$ cat src/rtl/soc_system_pio_pkg.sv
// Shared constants for the soc_system PIO-style Avalon-MM slaves.
package soc_system_pio_pkg;

  localparam int BUS_W = 32;

  localparam logic [1:0] ADDR_DATA = 2'd0;
  localparam logic [1:0] ADDR_MASK = 2'd2;
  localparam logic [1:0] ADDR_EDGE = 2'd3;

  localparam int EDGE_RISING  = 0;
  localparam int EDGE_FALLING = 1;
  localparam int EDGE_ANY     = 2;

endpackage

$ cat src/rtl/soc_system_sync_edge.sv
// Two-flop synchronizer, previous-value register, warm-up counter and
// edge vector generation for the status input port.
module soc_system_sync_edge
  import soc_system_pio_pkg::*;
#(
  parameter int WIDTH     = 11,
  parameter int EDGE_TYPE = 0
) (
  input  logic             clk,
  input  logic             reset,
  input  logic [WIDTH-1:0] i_in,
  output logic [WIDTH-1:0] o_data,
  output logic [WIDTH-1:0] o_edge
);

  logic [WIDTH-1:0] r_s1;
  logic [WIDTH-1:0] r_s2;
  logic [WIDTH-1:0] r_prev;
  logic [1:0]       r_warm;
  logic [WIDTH-1:0] w_raw;
  logic             w_en;

  // Synchronizer chain plus a saturating warm-up counter that holds off
  // detection until s1/s2/prev all carry real input history.
  always_ff @(posedge clk) begin
    if (reset) begin
      r_s1   <= '0;
      r_s2   <= '0;
      r_prev <= '0;
      r_warm <= 2'd0;
    end else begin
      r_s1   <= i_in;
      r_s2   <= r_s1;
      r_prev <= r_s2;
      if (r_warm != 2'd3) begin
        r_warm <= r_warm + 2'd1;
      end
    end
  end

  assign w_en = (r_warm == 2'd3);

  // Select the edge flavour; gated off during warm-up so a level held high
  // through reset never looks like an edge.
  always_comb begin
    w_raw = r_s2 & ~r_prev;
    if (EDGE_TYPE == EDGE_FALLING) begin
      w_raw = ~r_s2 & r_prev;
    end else if (EDGE_TYPE == EDGE_ANY) begin
      w_raw = r_s2 ^ r_prev;
    end
    o_edge = w_en ? w_raw : '0;
  end

  assign o_data = r_s2;

endmodule

$ cat src/rtl/soc_system_status_in.sv
// Avalon-MM status input port: synchronized data, maskable per-bit edge
// capture with write-1-to-clear, registered read path and level irq.
module soc_system_status_in
  import soc_system_pio_pkg::*;
#(
  parameter int               WIDTH      = 11,
  parameter int               EDGE_TYPE  = 0,
  parameter logic [WIDTH-1:0] RESET_MASK = '0
) (
  input  logic             clk,
  input  logic             reset,
  input  logic [1:0]       address,
  input  logic             chipselect,
  input  logic             read_n,
  input  logic             write_n,
  input  logic [BUS_W-1:0] writedata,
  output logic [BUS_W-1:0] readdata,
  output logic             readdatavalid,
  output logic             irq,
  input  logic [WIDTH-1:0] in_port
);

  logic [WIDTH-1:0] w_data;
  logic [WIDTH-1:0] w_edge;
  logic [WIDTH-1:0] w_clr;
  logic [BUS_W-1:0] w_rmux;
  logic             w_wr;
  logic             w_rd;
  logic             w_unused_wd;

  logic [WIDTH-1:0] r_mask;
  logic [WIDTH-1:0] r_ecap;
  logic             r_irq;
  logic [BUS_W-1:0] r_rdata;
  logic             r_rvalid;

  soc_system_sync_edge #(
    .WIDTH     (WIDTH),
    .EDGE_TYPE (EDGE_TYPE)
  ) u_sync_edge (
    .clk    (clk),
    .reset  (reset),
    .i_in   (in_port),
    .o_data (w_data),
    .o_edge (w_edge)
  );

  assign w_wr        = chipselect & ~write_n;
  assign w_rd        = chipselect & ~read_n;
  assign w_unused_wd = ^writedata;

  // Decode the W1C vector and the zero-extended read mux from current state,
  // so reads always observe pre-update values.
  always_comb begin
    w_clr  = '0;
    w_rmux = '0;
    if (w_wr && (address == ADDR_EDGE)) begin
      w_clr = writedata[WIDTH-1:0];
    end
    case (address)
      ADDR_DATA: w_rmux[WIDTH-1:0] = w_data;
      ADDR_MASK: w_rmux[WIDTH-1:0] = r_mask;
      ADDR_EDGE: w_rmux[WIDTH-1:0] = r_ecap;
      default:   w_rmux = '0;
    endcase
  end

  // Register file, capture (edge beats same-cycle clear), irq and read port.
  always_ff @(posedge clk) begin
    if (reset) begin
      r_mask   <= RESET_MASK;
      r_ecap   <= '0;
      r_irq    <= 1'b0;
      r_rdata  <= '0;
      r_rvalid <= 1'b0;
    end else begin
      if (w_wr && (address == ADDR_MASK)) begin
        r_mask <= writedata[WIDTH-1:0];
      end
      r_ecap   <= (r_ecap & ~w_clr) | w_edge;
      r_irq    <= |(r_ecap & r_mask);
      r_rvalid <= w_rd;
      if (w_rd) begin
        r_rdata <= w_rmux;
      end
    end
  end

  assign readdata      = r_rdata;
  assign readdatavalid = r_rvalid;
  assign irq           = r_irq;

endmodule

$ cat config.mk
export PLATFORM = sky130hd
export DESIGN_NAME = soc_system_status_in
export DESIGN_NICKNAME = d
export VERILOG_FILES = /design/src/rtl/soc_system_pio_pkg.sv /design/src/rtl/soc_system_sync_edge.sv /design/src/rtl/soc_system_status_in.sv
export SDC_FILE = /design/constraint.sdc
export NUM_CORES = 1
export LEC_CHECK = 0
export ABC_AREA = 1
export CAP_MARGIN = 10
export CORE_UTILIZATION = 51
export DETAILED_ROUTE_END_ITERATION = 7
export GPL_ROUTABILITY_DRIVEN = 1
export PLACE_DENSITY_LB_ADDON = 0.3
export SLEW_MARGIN = 10
export SYNTH_ARGS = -nofsm -noshare
export SYNTH_HDL_FRONTEND = slang
export SYNTH_SLANG_ARGS = --single-unit
$ cat constraint.sdc
create_clock -name clk -period 3.1 [get_ports clk]
set_input_delay 0.93 -clock clk [delete_from_list [all_inputs] [get_ports clk]]
set_output_delay 0.93 -clock clk [all_outputs]
set_load 0.02 [all_outputs]
# Word-level counts from Yosys, hierarchy flattened
# Index checks and enable logic that the tools add are counted.
# W data, S select, Z words.
# word_totals
regBits	70
input_bits	50
wordCells	31
# classes
add_sub_neg	1
n_eq_ne	4
n_mux	3
bitwise_logic	10
reduce_logical	4
# op_table
operator	n
$and A11 B11 Y11	3
$pmux W11 S3	1
$mux W11	2
$not A11 Y11	2
$or A11 B11 Y11	1
$reduce_or A11 Y1	1
$eq A2 B2 Y1 const B	3
$add A2 B1 Y2 const B	1
$and A1 B1 Y1	2
$logic_and A1 B1 Y1	2
$logic_not A2 Y1	1
$ne A2 B2 Y1 const B	1
$not A1 Y1	2

# Longest topological paths before layout
# logic_depth
word_depth	7
depth_mapped	7

# Hierarchy
# Synthesis repeated with hierarchy kept, for this count alone.
# hier_totals
hier_cells	382
hier_area_um2	2887.8
# by_module_without_submodules
module	instances	cells_per_inst	area_each_um2
soc_system_status_in	1	251	1752.9
soc_system_sync_edge	1	131	1134.8

# Worst setup path before layout
# No wires, ideal clock.
# synth_timing
path_kind	input to register
from	in address[1]
to	reg r_mask[0]
arrival_ns	1.514
required_ns	2.964
setup_slack_ns	1.449
stages	7
path_buffers	2
path_cell_list	buf_6 -> inv_2 -> nor2_2 -> nand2_2 -> buf_4 -> nand2_1 -> a21oi_2
# synth_via
elab_chain_cells	2
# synth_lines
item	line	source
start: declaration	soc_system_status_in.sv:12	input logic [1:0] address,
$eq A2 B2 Y1	soc_system_status_in.sv:77	if (w_wr && (address == ADDR_MASK)) begin
$logic_and A1 B1 Y1	soc_system_status_in.sv:77	
end signal: assignment	soc_system_status_in.sv:78	r_mask <= writedata[WIDTH-1:0];
end: declaration	soc_system_status_in.sv:31	logic [WIDTH-1:0] r_mask;
# Every way passes these cells.
# A chain may end at the register's enable or synchronous reset.

# Worst setup path after layout
# layout_timing
from	in address[0]
to	reg r_rdata[3] (netlist: readdata[3])
# layout_via
elab_chain_cells	2
# layout_lines
item	line	source
$eq A2 B2 Y1 / $logic_not A2 Y1 (equally long branches)	soc_system_status_in.sv:60	case (address)
$pmux W11 S3 *	soc_system_status_in.sv:60	
end signal: assignment	soc_system_status_in.sv:84	r_rdata <= w_rmux;
end: declaration	soc_system_status_in.sv:34	logic [BUS_W-1:0] r_rdata;
# Mark *: on every way between the ends. The rest lies on a longest branch, timed or not.

==> metrics <==
Remaining Overflow, GRT=0; Post-CTS Hold Fix Bufs=0; FF/Latch Area=1400 um2; diode count=0; Hold Fails Final Rpt=0; drt total wl=about 5.5 mm; syn_area_per_cell=just under 8 um2; CTS Sinks=70; clock buffer depth=2; hold endpoint=u_sync_edge.o_data[4]; Clock Skew=between 0.01 and 0.015 ns; worst path bufs/invs=1; max cap viols=0; Slew Limit Fails=0; Placeable Area=between 5000 and 6000 um2; worst hold path depth=2; critical path required time=between 3 and 4 ns; utilization after layout=between 60% and 70%; register bit total from synthesis=70; DR iter-0 viols=202; Fmax=around 0.44 GHz; min cycle time layout=between 2 and 2.5 ns; clk slew on worst S/H paths=~0.07 ns; layout cell share with drive strength beyond 1=about 15%; post-synth top area cell=dfxtp_1; Worst path top cell family by delay=simple AND/OR/NAND/NOR gates; Overall Global Routing Usage=about a fifth; Critical R2R Launch=u_sync_edge.r_warm[0]; drt via density=4.65; number of H-tree levels=3; detailed-route via count=approximately 2300; Worst EP arrival=around 2.6 ns; Static Leak=approximately 0.0014 uW; Layout area overhead=16.3%; Die X=between 70 and 80 um; Slew Limit Headroom=59.3%; Slowest-stage cell, CP=clkdlybuf4s50_1; outcome=completed; Final GP Congestion=between 0.7 and 0.8; dominant cells by area after synthesis=dfxtp_1 47%, nand2_1 10%, nand3_1 7.6%; maximum VDD drop=approximately 0.29 mV; nets@finish=approximately 470; Filler Cell Count=between 500 and 600; Root Buffer=clkbuf_8; period utilization=about three quarters; post-synth top area share=between 40% and 50%; final setup violation count=0; clock latency at the later pin of the worst-skew pair=roughly 0.34 ns; Hold Startpoint=u_sync_edge.r_s1[4]; setup bufs post-CTS=0; Initial Util=a little over half; die footprint=6220 um2; worst min path class=register to register; most frequent cells in the layout=83 x nand2_1, 70 x dfxtp_1, 51 x nor2_1; vias in the first global route=just over 2000; number of placement rows=27; measured slew at the worst slew-check pin=about 0.6 ns; post-DR wirelength/cell=about 11 um; Setup CP Type=input pin to register; RSZ-0062 raised after global routing=false; capture point of the worst reg-to-reg path=r_ecap[8]; critical-path cell list=clkdlybuf4s50_1 > nor2_2 > nand2_1 > nand3_1 > nand2_1 > a21oi_2; commonest non-fill, non-tap cell in the layout=nand2_1; IO Port Bufs=slightly above 40; PwrDens=513 nW/um2; Mapped Cells=just under 400; hold slack=0.395 ns; CP Capture Type=register; setup TNS after final layout=0 ns; CP Launch Type=input pin; sequential area share after synthesis=between 40% and 50%; setup slack, reg-to-reg=about 1.9 ns; Residual DRC=0; crit-path max FO=15; most frequent CP cell=nand2_1; first-pass GRT wire length=approximately 9.4 mm; cts repair resizes=0; R2R cell count=5; DR pass1 iterations=5; antenna violations before repair=0; largest net degree at the start of global routing=70; mapped cell area=roughly 3000 um2; Worst path max stage delay=roughly 0.7 ns; multi-input logic area=1220 um2; die span in y=78.8 um; Num CTS Buffers=9; Final ANT Viol Nets=0; CTS tree=built; synth warn=0; I/O Pins=84; Yosys cell types=23; DP HPWL=around 3.8 mm
Yosys cell counts:
master,number
nand3b_1,1
clkbuf_1,4
a21oi_1,13
conb_1,1
dfxtp_1,70
buf_4,25
buf_6,4
clkbuf_4,1
buf_2,8
nand3_1,46
inv_1,34
ha_1,1
nand3_2,10
nor2_2,2
inv_2,7
nand2_1,83
nor2_4,1
buf_12,1
a21oi_2,20
nor2_1,51
nand2_2,1
o21ai_0,1
xor2_1,1
worst max-delay path by stage:
stage,to,slack [ns],start,depth (start not counted)
after floorplan,r_mask[0],1.45,address[1],7
after global placement,readdata[3],0.49,address[0],6
after detailed placement,readdata[3],0.48,address[0],6
after CTS,readdata[3],0.84,address[0],6
after global routing,readdata[9],0.66,address[0],6
final,readdata[3],0.81,address[0],6
per-layer routing:
| metal | track usage [%] | routed length [um] | part of all wire [%] | up-vias |
|---|---|---|---|---|
| met3 | 3.91 | 280 | 5.1 | 11 |
| li1 | - | - | - | 1228 |
| met5 | 0 | 0 | 0 | - |
| met1 | 26.0 | 2660 | 48 | 999 |
| met2 | 30.2 | 2460 | 44 | 74 |
| met4 | 11.6 | 138 | 2.5 | 0 |
tightest hold or removal path, stage by stage (launching register included):
cell and delay, ns:
dfxtp_1 0.30, inv_1 0.04, nor2_1 0.03
through the flow:
stage | setup slack (ns) | instances | cell area [um2] | total power [uW]
floorplan | 1.45 | 406 | 3090 | 1120
global placement | 0.494 | 481 | 3320 | 1150
detailed placement | 0.482 | 481 | 3320 | 1160
CTS | 0.840 | 497 | 3500 | 1810
global route | 0.660 | 497 | 3500 | 1880
finish | 0.812 | 497 | 3500 | 1800
layout make-up:
class | instances | share of cell area, %
Multi-Input combinational cell | 252 | 34.7
Tap cell | 72 | 2.57
Inverter | 41 | 4.39
Clock inverter | 5 | 0.965
Clock buffer | 11 | 4.32
Timing Repair Buffer | 46 | 13.0
Sequential cell | 70 | 40.0
logic make-up (layout without fill, tap and decap cells):
kind of cell	after synthesis	count (layout)	synth area share (%)
buf+inv	84	103	15.6
simple gates	195	195	28.9
fa+ha+maj	1	1	0.415
flops	70	70	46.5
other cells	1	21	0.125
compound gates	34	34	8.14
xor+xnor	1	1	0.291
state kept, by name (all words and copies together) (netlist names):
| name | flops |
|---|---|
| r_mask | 11 |
| u_sync_edge.r_prev | 11 |
| u_sync_edge.o_data | 11 |
| r_ecap | 11 |
| readdata | 11 |
| irq | 1 |
| u_sync_edge.r_s1 | 11 |
| readdatavalid | 1 |
| u_sync_edge.r_warm | 2 |
power breakdown:
part           internal [uW]  switching (uW)
logic                   70.0             118
registers                932            17.0
clock network            332             328
total                   1330             463
Note: power is estimated with default switching activity, not from simulation.
